==> src/rtl/shift_sequencer_if.sv <==
// Command/status bundle between a requester and the shift sequencer, plus the
// strobes the sequencer drives into the downstream load/shift-right register.
interface shift_sequencer_if #(
   parameter int WIDTH = 8,
   parameter int CNT_W = 4
);
   // command side
   logic             start;
   logic             abort;
   logic [WIDTH-1:0] data_in;
   logic [CNT_W-1:0] shift_amt;
   logic             arith;
   // shifter drive
   logic [WIDTH-1:0] load_val;
   logic             load_n;
   logic             shift_right;
   logic             asr;
   // status
   logic             busy;
   logic             done;
   logic [CNT_W-1:0] shifts_issued;

   modport master (
      output start, abort, data_in, shift_amt, arith,
      input  load_val, load_n, shift_right, asr, busy, done, shifts_issued
   );

   modport slave (
      input  start, abort, data_in, shift_amt, arith,
      output load_val, load_n, shift_right, asr, busy, done, shifts_issued
   );
endinterface

==> src/rtl/shift_sequencer.sv <==
// Turns a one-cycle "load X, shift right N" command into one load strobe and
// N divider-spaced shift pulses for a downstream shift register, then pulses done.
module shift_sequencer #(
   parameter int WIDTH    = 8,
   parameter int CNT_W    = 4,
   parameter int TICK_DIV = 1
) (
   input  logic            clock,
   input  logic            reset_n,
   shift_sequencer_if.slave bus
);

   typedef enum logic [1:0] {IDLE, LOAD, SHIFT, DONE} state_t;

   localparam int             DIV_W    = (TICK_DIV > 1) ? $clog2(TICK_DIV) : 1;
   localparam logic [DIV_W-1:0] DIV_LAST = DIV_W'(TICK_DIV - 1);
   localparam logic [CNT_W-1:0] WIDTH_C  = CNT_W'(WIDTH);

   state_t           state, state_nxt;
   logic [DIV_W-1:0] divider;
   logic [CNT_W-1:0] remaining;
   logic [CNT_W-1:0] shifts_issued;
   logic [WIDTH-1:0] load_val;
   logic             asr;
   logic             tick;
   logic             load_n, shift_right, busy, done;

   // one shift step completes when the divider reaches its last count
   assign tick = (state == SHIFT) && (divider == DIV_LAST);

   // state register
   always_ff @(posedge clock) begin
      if (!reset_n) state <= IDLE;
      else          state <= state_nxt;
   end

   // next-state: abort only matters while busy; start only while idle
   always_comb begin
      state_nxt = state;
      case (state)
         IDLE:  if (bus.start) state_nxt = LOAD;
         LOAD:  if (bus.abort)                 state_nxt = IDLE;
                else if (remaining == '0)      state_nxt = DONE;
                else                           state_nxt = SHIFT;
         SHIFT: if (bus.abort)                 state_nxt = IDLE;
                else if (tick && remaining == CNT_W'(1)) state_nxt = DONE;
         DONE:  state_nxt = IDLE;
         default: state_nxt = IDLE;
      endcase
   end

   // outputs decoded from state/divider only, never from inputs
   always_comb begin
      load_n      = (state != LOAD);
      shift_right = tick;
      busy        = (state == LOAD) || (state == SHIFT);
      done        = (state == DONE);
   end

   // command latch, step divider and shift bookkeeping; a pulse issued in an
   // aborted cycle still reached the shifter, so it is still counted
   always_ff @(posedge clock) begin
      if (!reset_n) begin
         load_val      <= '0;
         asr           <= 1'b0;
         shifts_issued <= '0;
         divider       <= '0;
         remaining     <= '0;
      end else begin
         case (state)
            IDLE: if (bus.start) begin
               load_val      <= bus.data_in;
               asr           <= bus.arith;
               remaining     <= (bus.shift_amt > WIDTH_C) ? WIDTH_C : bus.shift_amt;
               shifts_issued <= '0;
            end
            LOAD: divider <= '0;
            SHIFT: if (tick) begin
               divider       <= '0;
               remaining     <= remaining - 1'b1;
               shifts_issued <= shifts_issued + 1'b1;
            end else begin
               divider <= divider + 1'b1;
            end
            default: ;
         endcase
      end
   end

   assign bus.load_val      = load_val;
   assign bus.asr           = asr;
   assign bus.shifts_issued = shifts_issued;
   assign bus.load_n        = load_n;
   assign bus.shift_right   = shift_right;
   assign bus.busy          = busy;
   assign bus.done          = done;

endmodule
==> src/flat_wrapper.sv <==
// flat-port wrapper written by rule: the top's interface ports become plain ports
module shift_sequencer_flat 
#(
   parameter int WIDTH    = 8,
   parameter int CNT_W    = 4,
   parameter int TICK_DIV = 1
)
  (clock, reset_n, bus_start, bus_abort, bus_data_in, bus_shift_amt, bus_arith, bus_load_val, bus_load_n, bus_shift_right, bus_asr, bus_busy, bus_done, bus_shifts_issued);
  shift_sequencer_if #(.WIDTH(WIDTH), .CNT_W(CNT_W)) bus_i ();
  input  logic clock;
  input  logic reset_n;
  input wire logic [$bits(bus_i.start)-1:0] bus_start;
  input wire logic [$bits(bus_i.abort)-1:0] bus_abort;
  input wire logic [$bits(bus_i.data_in)-1:0] bus_data_in;
  input wire logic [$bits(bus_i.shift_amt)-1:0] bus_shift_amt;
  input wire logic [$bits(bus_i.arith)-1:0] bus_arith;
  output wire logic [$bits(bus_i.load_val)-1:0] bus_load_val;
  output wire logic [$bits(bus_i.load_n)-1:0] bus_load_n;
  output wire logic [$bits(bus_i.shift_right)-1:0] bus_shift_right;
  output wire logic [$bits(bus_i.asr)-1:0] bus_asr;
  output wire logic [$bits(bus_i.busy)-1:0] bus_busy;
  output wire logic [$bits(bus_i.done)-1:0] bus_done;
  output wire logic [$bits(bus_i.shifts_issued)-1:0] bus_shifts_issued;
  assign bus_i.start = bus_start;
  assign bus_i.abort = bus_abort;
  assign bus_i.data_in = bus_data_in;
  assign bus_i.shift_amt = bus_shift_amt;
  assign bus_i.arith = bus_arith;
  assign bus_load_val = bus_i.load_val;
  assign bus_load_n = bus_i.load_n;
  assign bus_shift_right = bus_i.shift_right;
  assign bus_asr = bus_i.asr;
  assign bus_busy = bus_i.busy;
  assign bus_done = bus_i.done;
  assign bus_shifts_issued = bus_i.shifts_issued;
  shift_sequencer #(.WIDTH(WIDTH), .CNT_W(CNT_W), .TICK_DIV(TICK_DIV)) u_core (.clock(clock), .reset_n(reset_n), .bus(bus_i));
endmodule
==> config.mk <==
export PLATFORM = sky130hd
export DESIGN_NAME = shift_sequencer_flat
export DESIGN_NICKNAME = d
export VERILOG_FILES = /design/src/rtl/shift_sequencer_if.sv /design/src/rtl/shift_sequencer.sv /design/src/flat_wrapper.sv
export SDC_FILE = /design/constraint.sdc
export NUM_CORES = 1
export LEC_CHECK = 0
export ABC_AREA = 1
export BUFFER_PORTS_ARGS = -buffer_cell sky130_fd_sc_hd__buf_2
export CORE_AREA = 2 2 47 49
export CTS_BUF_LIST = sky130_fd_sc_hd__clkbuf_2
export CTS_CLUSTER_SIZE = 25
export DETAILED_ROUTE_END_ITERATION = 8
export DIE_AREA = 0 0 49 51
export GPL_ROUTABILITY_DRIVEN = 1
export GPL_TIMING_DRIVEN = 0
export HOLD_SLACK_MARGIN = 0.03
export PLACE_DENSITY = 0.82
export SLEW_MARGIN = 20
export SYNTH_ARGS = -nofsm -noshare
export SYNTH_HDL_FRONTEND = slang
export SYNTH_SLANG_ARGS = --single-unit
export TNS_END_PERCENT = 5
==> constraint.sdc <==
create_clock -name clock -period 2.1 [get_ports clock]
set_input_delay 0.42 -clock clock [delete_from_list [all_inputs] [get_ports clock]]
set_output_delay 0.42 -clock clock [all_outputs]
set_load 0.005 [all_outputs]
==> flow_summary.toml, run 1 <==
[run_status]
status = "complete, no violations"

[routing]
totalWireLength_mm = 2.09
vias = 963
ant_nets = 0
via_per_inst = 4.72
drcViolationCount = 0
dr.pass1.iters = 4
first_iter_violations = 11
wl_per_cell_um = 10.2

[floorplan]
die_w_um = 49
die_h_um = 51
coreArea_mm2 = 0.00206
rows = 17
dieArea_mm2 = 0.00250
start_util = 0.503
ios = 34

[synthesis]
synth_area_leader_cell = "dfxtp_1"
synth_xor_area_frac = 0.0169
synth_edf_count = 0
synth_top_area_share = 0.386
yosysWarnings = 0
synth_top_family_by_area = "simple AND/OR/NAND/NOR gates"
syn_area_per_cell_um2 = 7.46
synth_compound_gate_area_share = 0.123
synth_fp_nets = 165
synth-seq-area-share = 0.386
synth_cell_types = 20
synth.most_common_cell = "nor2_1"
synth_flop_cell = "dfxtp_1"
synthAdderAreaFrac = 0.109
synth_seq_cells = 20
async_flop_share = 0
synthSimpleGateAreaFrac = 0.288
synth_common_cells = "nor2_1 (34), nand2_1 (23), dfxtp_1 (20)"
netlist_top_cells_area = "dfxtp_1 (39%), nor2_1 (12%), ha_1 (11%), nand2_1 (8.3%), o21ai_0 (6.8%)"
synthesis.area_mm2 = 0.00104
syn_inst = 139
synthMuxAreaShare = 0

[clock_tree]
clkSinkCount = 20
cts_buffers = 3
cts_tree = "yes"
cts_resized = 0
postCtsHoldBufs = 0
clkSlewWorstSetupHoldPaths_ns = 0.19
htreeDepth = 1
insertion_delay_ns = 0.30
root_buffer = "clkbuf_2"
cts_buffer_depth = 2
post_cts_buffers = 0

[timing]
worstMarginPinSlew_ns = 0.356
fin_crit_sh = 0.870
fin_setup_tns_ns = 0
setup_violations = 0
rsz0062_at_grt = "false"
fin_worst_skew_ns = 0.0141
fmax_mhz = 548
slew_viol_final = 0
post-route-min-period_ns = 1.83
timing.final.hold_violations = 0
relSlewSlack = 0.763

[placed_design]
postPlaceCellArea_mm2 = 0.00124
dpl.hpwl_mm = 1.68
port_buffers = 33
gp_congestion = 0.799
dp.cells = 200

[hold_path]
min_path_cells = 3
min_to = "u_core.bus.load_val[0]$_SDFFE_PN0P_"
hold_class = "in2reg"
min_from = "bus_data_in[0]"

[layout]
drive_above_1_share = 0.239
final_area_mm2 = 0.00126
areaGrowthSynthToFinish_pct = 21.1
multi_input_area_um2 = 557
final_cells = 204
layout.nets = 203
num_antenna_cells = 0
fillers = 199
seq_area_um2 = 400

[global_route]
grt_pass1_wl_mm = 3.62
grt_max_degree = 12
grt_pass1_vias = 940
antenna_found_initial = 0
grt-ovfl-total = 0
grtUsageTotal = 0.186

[setup_path]
cp-start-kind = "register"
cp_max_fo = 8
r2r_end = "u_core.remaining[0]$_SDFFE_PN0P_"
worstSetupEndpointType = "output port"
critPathRequiredTime_ns = 1.68
path_class = "reg2out"
rr_startpoint = "u_core.state[0]$_SDFFE_PN0P_"
regToRegSetupSlack_ns = 0.56
arrival_ns = 1.41
ff2ff_path_depth = 8

[power_and_ir_drop]
p_per_area_mw_per_mm2 = 951
finalPower_mw = 1.20
peakVddDrop_mv = 0.605
p_leak_nw = 0.627

[job]
cap_viol_max_count = 0
cells by family (layout without fill, tap and decap cells):
logic type      Yosys count  count (layout)
flops                    20              20
fa+ha+maj                 9               9
xor+xnor                  2               2
simple gates             68              68
compound gates           24              24
buf+inv                  16              53
worst max-delay path, stage by stage, from the launching register on:
cell	delay [ns]
dfxtp_1	0.41
inv_1	0.10
ha_1	0.22
buf_6	0.15
inv_6	0.08
nor2_4	0.04
buf_2	0.12
registers in the layout, summed over array words and instances (netlist names):
signal	cells
u_core.bus.load_val	8
u_core.bus.shifts_issued	4
u_core.remaining	4
u_core.state	2
u_core.bus.asr	1
u_core.divider	1
how the worst max path moves through the flow:
| stage | from | end | slack, ns |
|---|---|---|---|
| 6_report | u_core.state[0]$_SDFFE_PN0P_ | bus_shift_right | 0.27 |
| 5_1_grt | u_core.state[0]$_SDFFE_PN0P_ | bus_shift_right | 0.19 |
| 4_1_cts | u_core.state[0]$_SDFFE_PN0P_ | bus_shift_right | 0.24 |
| 3_5_place_dp | u_core.state[0]$_SDFFE_PN0P_ | u_core.remaining[2]$_SDFFE_PN0P_ | 0.58 |
| 3_3_place_gp | u_core.state[0]$_SDFFE_PN0P_ | u_core.remaining[0]$_SDFFE_PN0P_ | 0.64 |
| 2_1_floorplan | u_core.state[0]$_SDFFE_PN0P_ | u_core.remaining[0]$_SDFFE_PN0P_ | 0.73 |
cells in the final DEF, fill, tap and decap left out:
cell type  instances
nand3_4            1
clkinv_1           2
nor2_4             1
nand2_4            1
nand2_1           23
dfxtp_1           20
ha_1               9
o21bai_1           1
clkbuf_1           2
xor2_1             1
o21a_1             2
xnor2_1            1
buf_2             33
inv_1             10
o21ai_0           14
a21oi_1            7
buf_6              2
nor2_1            34
nand3b_1           2
inv_6              1
clkbuf_2           3
nand3_1            6
final cells by class:
type | count | share of cell area
Multi-Input combinational cell | 103 | 0.443
Sequential cell | 20 | 0.319
Timing Repair Buffer | 33 | 0.131
Inverter | 12 | 0.0398
Tap cell | 28 | 0.0279
Buffer | 4 | 0.0239
Clock buffer | 3 | 0.0120
Clock inverter | 1 | 0.00299
report_power, final:
group          internal (mW)  total (mW)  switching, mW
Clock                 0.0414       0.151          0.110
Sequential             0.454       0.501         0.0467
Combinational          0.229       0.543          0.314
Total                  0.725        1.20          0.470
per-stage QoR:
step,utilization,hold slack [ns],setup slack [ns]
floorplan,-,0.457,0.733
global placement,0.600,0.460,0.640
detailed placement,0.600,0.474,0.580
CTS,0.609,0.348,0.243
global route,0.609,0.366,0.186
finish,0.609,0.354,0.274
layer usage:
| layer | part of all wire | global-route usage |
|---|---|---|
| met5 | 0 | 0 |
| met4 | 0.0038 | 0.0714 |
| met3 | 0.035 | 0.0205 |
| met2 | 0.52 | 0.393 |
| met1 | 0.44 | 0.182 |
Power figures use the tool's default switching activity.
==> inputs of run 2 (changes only) <==
--- a/config.mk
+++ b/config.mk
@@ -7,15 +7,15 @@
 export LEC_CHECK = 0
 export ABC_AREA = 1
 export BUFFER_PORTS_ARGS = -buffer_cell sky130_fd_sc_hd__buf_2
-export CORE_AREA = 2 2 47 49
+export CORE_AREA = 2 2 51 53
 export CTS_BUF_LIST = sky130_fd_sc_hd__clkbuf_2
 export CTS_CLUSTER_SIZE = 25
 export DETAILED_ROUTE_END_ITERATION = 8
-export DIE_AREA = 0 0 49 51
+export DIE_AREA = 0 0 53 55
 export GPL_ROUTABILITY_DRIVEN = 1
 export GPL_TIMING_DRIVEN = 0
 export HOLD_SLACK_MARGIN = 0.03
-export PLACE_DENSITY = 0.82
+export PLACE_DENSITY = 0.74
 export SLEW_MARGIN = 20
 export SYNTH_ARGS = -nofsm -noshare
 export SYNTH_HDL_FRONTEND = slang
==> constraint.sdc (replaced) <==
create_clock -name clock -period 1.6 [get_ports clock]
set_input_delay 0.32 -clock clock [delete_from_list [all_inputs] [get_ports clock]]
set_output_delay 0.32 -clock clock [all_outputs]
set_load 0.005 [all_outputs]
==> run 2 against run 1 <==
Worst hold slack worse by 0.096 ns; non-clock buffer count up 6; sequential power up 34%; via count up 5.2%; die area up 17%; wire length up 9.5%; power up 41%; global-route usage down 2.1 points; critical path type unchanged; largest cell class unchanged; largest power group unchanged.
==> flow_summary.toml, run 2 (same netlist as run 1, synthesis figures left out) <==
[run_status]
status = "complete, no violations"

[timing]
fmax_mhz = 643
timing.final.hold_violations = 0
fin_crit_sh = 0.972
fin_worst_skew_ns = 0.00100
hold-worst-slack_ns = 0.258
slew_viol_final = 0
fin_setup_tns_ns = 0
post-route-min-period_ns = 1.56
worstMarginPinSlew_ns = 0.372
rsz0062_at_grt = "true"
setup_violations = 0
relSlewSlack = 0.752

[layout]
final_common_cell = "nor2_1"
reg_top3 = "u_core.bus.load_val x8, u_core.bus.shifts_issued x4, u_core.remaining x4"
largest_reg_flops = 8
drive_above_1_share = 0.291
fillers = 237
num_antenna_cells = 0
final_area_mm2 = 0.00133
mostFrequentLayoutCells = "nor2_1 (34), buf_2 (33), nand2_1 (23)"
layout.nets = 209
areaGrowthSynthToFinish_pct = 28.2
regMostFlops = "u_core.bus.load_val"

[global_route]
grt_pass1_vias = 876
grt_pass1_wl_mm = 3.62
antenna_found_initial = 0
grt_max_degree = 12
grtUsageTotal = 0.165
grt-ovfl-total = 0

[floorplan]
die_w_um = 53
start_util = 0.439
ios = 34
die_h_um = 55
coreArea_mm2 = 0.00236
rows = 18
dieArea_mm2 = 0.00292

[clock_tree]
clkSinkCount = 20
cts_tree = "yes"
cts_buffer_depth = 2
htreeDepth = 1
insertion_delay_ns = 0.30
root_buffer = "clkbuf_2"
cts_buffers = 3
clkSlewWorstSetupHoldPaths_ns = 0.19

[routing]
wl_per_cell_um = 10.8
dr.pass1.iters = 4
drcViolationCount = 0
via_per_inst = 4.78
first_iter_violations = 9
ant_nets = 0
totalWireLength_mm = 2.28
vias = 1013

[setup_path]
arrival_ns = 1.24
cp-start-kind = "register"
path_class = "reg2out"
ff2ff_path_depth = 9
worstSetupEndpointType = "output port"
cp_max_fo = 4
critPathRequiredTime_ns = 1.28

[hold_path]
hold_class = "in2reg"
min_path_cells = 3

[job]
cap_viol_max_count = 0

[power_and_ir_drop]
peakVddDrop_mv = 0.656
p_per_area_mw_per_mm2 = 1270
p_leak_nw = 0.658
finalPower_mw = 1.69

[placed_design]
gp_congestion = 0.729
port_buffers = 33
postPlaceCellArea_mm2 = 0.00124
dpl.hpwl_mm = 1.64
[run 2: changes by cell type in the layout (fill, tap and decap cells not counted), sizes merged]
cell  previous run  this run
buf             35        41
[run 2: power by group]
| part | internal (mW) | leakage (nW) | total [mW] | switching [mW] |
|---|---|---|---|---|
| sequential | 0.601 | 0.166 | 0.669 | 0.0683 |
| combinational | 0.364 | 0.479 | 0.812 | 0.447 |
| clock | 0.0544 | 0.0140 | 0.206 | 0.152 |
| total | 1.02 | 0.658 | 1.69 | 0.667 |
[run 2: final timing paths]
kind                                             from                             endpoint  slack (ns)
setup / recovery         u_core.state[1]$_SDFFE_PN0P_                             bus_busy        0.04
hold / removal                         bus_data_in[0]  u_core.bus.load_val[0]$_SDFFE_PN0P_        0.26
setup reg to reg         u_core.state[0]$_SDFFE_PN0P_     u_core.remaining[0]$_SDFFE_PN0P_        0.06
hold reg to reg   u_core.bus.load_val[5]$_SDFFE_PN0P_  u_core.bus.load_val[5]$_SDFFE_PN0P_        0.50
[run 2: worst max-delay path, stage by stage, from the launching register on]
cell     delay, ns
dfxtp_4       0.41
inv_1         0.08
ha_1          0.31
buf_2         0.14
[run 2: final cells by class]
class / instances / area (um2) / share of cell area
multi-input cells: 103 / 573 / 0.431
clock buffers: 3 / 15.0 / 0.0113
flip-flops and latches: 20 / 405 / 0.305
repair buffers: 39 / 210 / 0.158
well taps: 30 / 37.5 / 0.0282
inverters: 12 / 55.1 / 0.0414
plain buffers: 4 / 30.0 / 0.0226
clock inverters: 1 / 3.75 / 0.00282
[run 2: metrics by stage]
stage	cells	util	setup slack, ns
final	212	0.562	0.0446
after global routing	212	0.562	-0.00925
after CTS	210	0.547	0.00869
after detailed placement	202	0.524	0.0843
after global placement	202	0.524	0.143
after floorplan	139	-	0.233
[run 2: what timing repair did]
item                       CTS  global route
gates resized for setup      3             7
pin swaps                    0             1
buffers inserted             4             1
hold buffers                 0             0
setup endpoints to repair    1             9
gates cloned                 0             1
[run 2: metal layers]
| metal | part of all wire | routed length (um) | GRT usage | vias up |
|---|---|---|---|---|
| met5 | 0 | 0 | 0 | - |
| met4 | 0.0053 | 12 | 0.0256 | 0 |
| met3 | 0.055 | 126 | 0.0376 | 2 |
| met2 | 0.48 | 1110 | 0.319 | 28 |
| met1 | 0.45 | 1040 | 0.189 | 456 |
| li1 | - | - | - | 527 |
==> inputs of run 3 (changes only) <==
--- a/config.mk
+++ b/config.mk
@@ -5,7 +5,6 @@
 export SDC_FILE = /design/constraint.sdc
 export NUM_CORES = 1
 export LEC_CHECK = 0
-export ABC_AREA = 1
 export BUFFER_PORTS_ARGS = -buffer_cell sky130_fd_sc_hd__buf_2
 export CORE_AREA = 2 2 51 53
 export CTS_BUF_LIST = sky130_fd_sc_hd__clkbuf_2
@@ -15,7 +14,7 @@
 export GPL_ROUTABILITY_DRIVEN = 1
 export GPL_TIMING_DRIVEN = 0
 export HOLD_SLACK_MARGIN = 0.03
-export PLACE_DENSITY = 0.74
+export PLACE_DENSITY = 0.75
 export SLEW_MARGIN = 20
 export SYNTH_ARGS = -nofsm -noshare
 export SYNTH_HDL_FRONTEND = slang
==> run 3 against run 2 <==
Non-clock buffer count up 4; sequential power shrank 17%; via count up 0.39%; setup slack worse by 0.070 ns; critical path type is now reg2reg; highest routed layer unchanged; the run now ends with negative setup slack left.
==> flow_summary.toml, run 3 <==
[job]
cap_viol_max_count = 0

[synthesis]
async_flop_share = 0
syn_area_per_cell_um2 = 8.60
synth_fp_nets = 149
synthesis.area_mm2 = 0.00106
synth_seq_cells = 20
synthAdderAreaFrac = 0.107
synthSimpleGateAreaFrac = 0.247
synth_common_cells = "nand2_1 (25), dfxtp_1 (20), a21boi_0 (11)"
synth_edf_count = 0
synth.most_common_cell = "nand2_1"
synth_flop_cell = "dfxtp_1"
yosysWarnings = 0
synth-seq-area-share = 0.379
synth_xor_area_frac = 0.0166
synth_compound_gate_area_share = 0.199
syn_inst = 123
synth_area_leader_cell = "dfxtp_1"
synth_top_area_share = 0.379
synth_top_family_by_area = "simple AND/OR/NAND/NOR gates"
netlist_top_cells_area = "dfxtp_1 (38%), ha_1 (11%), nand2_1 (8.9%), a21boi_0 (7.8%), nor2b_1 (3.6%)"
synthMuxAreaShare = 0.00947
synth_cell_types = 32

[setup_path]
regToRegSetupSlack_ns = -0.03
cp-start-kind = "register"
crit_slowest_cell = "or4b_1"
critPathRequiredTime_ns = 1.88
arrival_ns = 1.90
worstSetupEndpointType = "register"
worst_path_largest_cell_delay_ns = 0.46
rr_startpoint = "u_core.state[0]$_SDFFE_PN0P_"
r2r_end = "u_core.remaining[0]$_SDFFE_PN0P_"
ff2ff_path_depth = 7
cp_max_fo = 6
path_class = "reg2reg"
cp_cell_sequence = "inv_4, ha_4, buf_12, nor2b_4, o21ai_4, or4b_1, a21boi_1"

[power_and_ir_drop]
p_per_area_mw_per_mm2 = 765
power.share.clock = 0.198
power.internal_mw = 0.746
switchingPower_mw = 0.340
p_comb_frac = 0.291
switching_share = 0.313
p_leak_nw = 0.655
finalPower_mw = 1.09
peakVddDrop_mv = 0.568
p_seq_frac = 0.511

[routing]
via_per_inst = 5.11
route.met3.wl_um = 169
wl_per_cell_um = 12.4
dr.max_layer_used = "met4"
ant_nets = 0
wl_met2_mm = 1.22
drcViolationCount = 0
first_iter_violations = 7
vias = 1017
totalWireLength_mm = 2.47
dr.pass1.iters = 4
m1WireLength_mm = 1.05

[layout]
fillers = 236
areaGrowthSynthToFinish_pct = 34.2
largest_reg_flops = 8
reg_top3 = "u_core.bus.load_val x8, u_core.bus.shifts_issued x4, u_core.remaining x4"
final_cells = 199
num_antenna_cells = 0
mostFrequentLayoutCells = "buf_2 (33), nand2_1 (25), dfxtp_1 (18)"
regMostFlops = "u_core.bus.load_val"
final_common_cell = "buf_2"
drive_above_1_share = 0.343
layout.nets = 196

[floorplan]
die_w_um = 53
coreArea_mm2 = 0.00236
die_h_um = 55
dieArea_mm2 = 0.00292
rows = 18
start_util = 0.447
ios = 34

[clock_tree]
cts_buffers = 3
cts_buffer_depth = 2
clkSinkCount = 20
cts_tree = "yes"
clkSlewWorstSetupHoldPaths_ns = 0.20
postCtsHoldBufs = 0
root_buffer = "clkbuf_2"
insertion_delay_ns = 0.33
htreeDepth = 1

[global_route]
grtUsageTotal = 0.184
antenna_found_initial = 0
grt_pass1_vias = 960
grt_pass1_wl_mm = 3.98
grt_max_degree = 12
grt-ovfl-total = 0

[hold_path]
hold_class = "in2reg"
min_to = "u_core.bus.load_val[0]$_SDFFE_PN0P_"
min_path_cells = 3
min_from = "bus_data_in[0]"

[placed_design]
gp_congestion = 0.706
port_buffers = 33
dp.cells = 186
dpl.hpwl_mm = 1.69

[timing]
setup_ws_ns = -0.0253
relSlewSlack = 0.735
post-route-min-period_ns = 1.63
fin_worst_skew_ns = 0.00851
worstMarginPinSlew_ns = 0.397
fmax_mhz = 615
slew_viol_final = 0
rsz0062_at_grt = "true"
setup_violations = 1
fin_crit_sh = 1.02
timing.final.hold_violations = 0

[run_status]
status = "finished, violations left"
violations = "negative setup slack"
==> run 3: timing repair <==
action                     4_1_cts  5_1_grt
pin swaps                        3        2
setup buffers                    6        4
gates cloned                     0        0
setup endpoints to repair        4        7
gates resized for setup          7        7
==> run 3: how the worst max path moves through the flow <==
stage	startpoint	endpoint	cells after the start
finish	u_core.state[0]$_SDFFE_PN0P_	u_core.remaining[0]$_SDFFE_PN0P_	7
detailed placement	u_core.state[0]$_SDFFE_PN0P_	u_core.remaining[0]$_SDFFE_PN0P_	6
global route	u_core.state[0]$_SDFFE_PN0P_	u_core.remaining[0]$_SDFFE_PN0P_	7
CTS	u_core.state[0]$_SDFFE_PN0P_	bus_shift_right	5
global placement	u_core.state[0]$_SDFFE_PN0P_	u_core.remaining[0]$_SDFFE_PN0P_	6
floorplan	u_core.state[0]$_SDFFE_PN0P_	u_core.remaining[0]$_SDFFE_PN0P_	6
==> run 3: critical path: cells and delay by family (launching register included) <==
kind                       cells  cell delay (ns)
AOI/OAI and AO/OA              2             0.24
adders and majority gates      1             0.17
buffers and inverters          2             0.18
DFF                            1             0.39
and+or+nand+nor                2             0.60
==> run 3: cell type report <==
| cell class | count | area [um2] | area share |
|---|---|---|---|
| Multi-Input combinational cell | 92 | 662 | 0.466 |
| Inverter | 6 | 25.0 | 0.0176 |
| Tap cell | 30 | 37.5 | 0.0265 |
| Timing Repair Buffer | 43 | 256 | 0.181 |
| Clock inverter | 1 | 3.75 | 0.00265 |
| Buffer | 4 | 16.3 | 0.0115 |
| Sequential cell | 20 | 403 | 0.284 |
| Clock buffer | 3 | 15.0 | 0.0106 |
==> run 3: logic make-up (layout without fill, tap and decap cells) <==
logic type	count (synthesis)	in the layout
AO/OA/AOI/OAI	28	28
buffers and inverters	11	57
adder cells (fa/ha/maj)	9	9
flip-flops	20	20
multiplexers	1	1
AND/OR/NAND/NOR	52	52
XOR/XNOR	2	2
==> run 3: power groups by stage <==
stage	registers [mW]	clock network, mW	logic [mW]
after floorplan	0.562	0	0.163
after global routing	0.559	0.235	0.353
after detailed placement	0.564	0	0.247
after CTS	0.555	0.214	0.287
final	0.555	0.215	0.316
after global placement	0.562	0	0.241
==> run 3: per-stage QoR <==
stage | area, um2 | setup TNS, ns | util | setup slack, ns | hold WS (ns)
after floorplan | 1080 | 0 | - | 0.000472 | 0.460
after global placement | 1280 | -0.114 | 0.542 | -0.114 | 0.447
after detailed placement | 1280 | -0.147 | 0.542 | -0.147 | 0.458
after CTS | 1390 | -0.0564 | 0.587 | -0.0319 | 0.215
after global routing | 1420 | -0.0956 | 0.600 | -0.0739 | 0.218
final | 1420 | -0.0253 | 0.600 | -0.0253 | 0.210
==> run 3: per-layer routing <==
layer	vias up	GRT usage
met5	-	0
met2	33	0.344
met1	470	0.211
met4	0	0.0726
li1	509	-
met3	5	0.0296
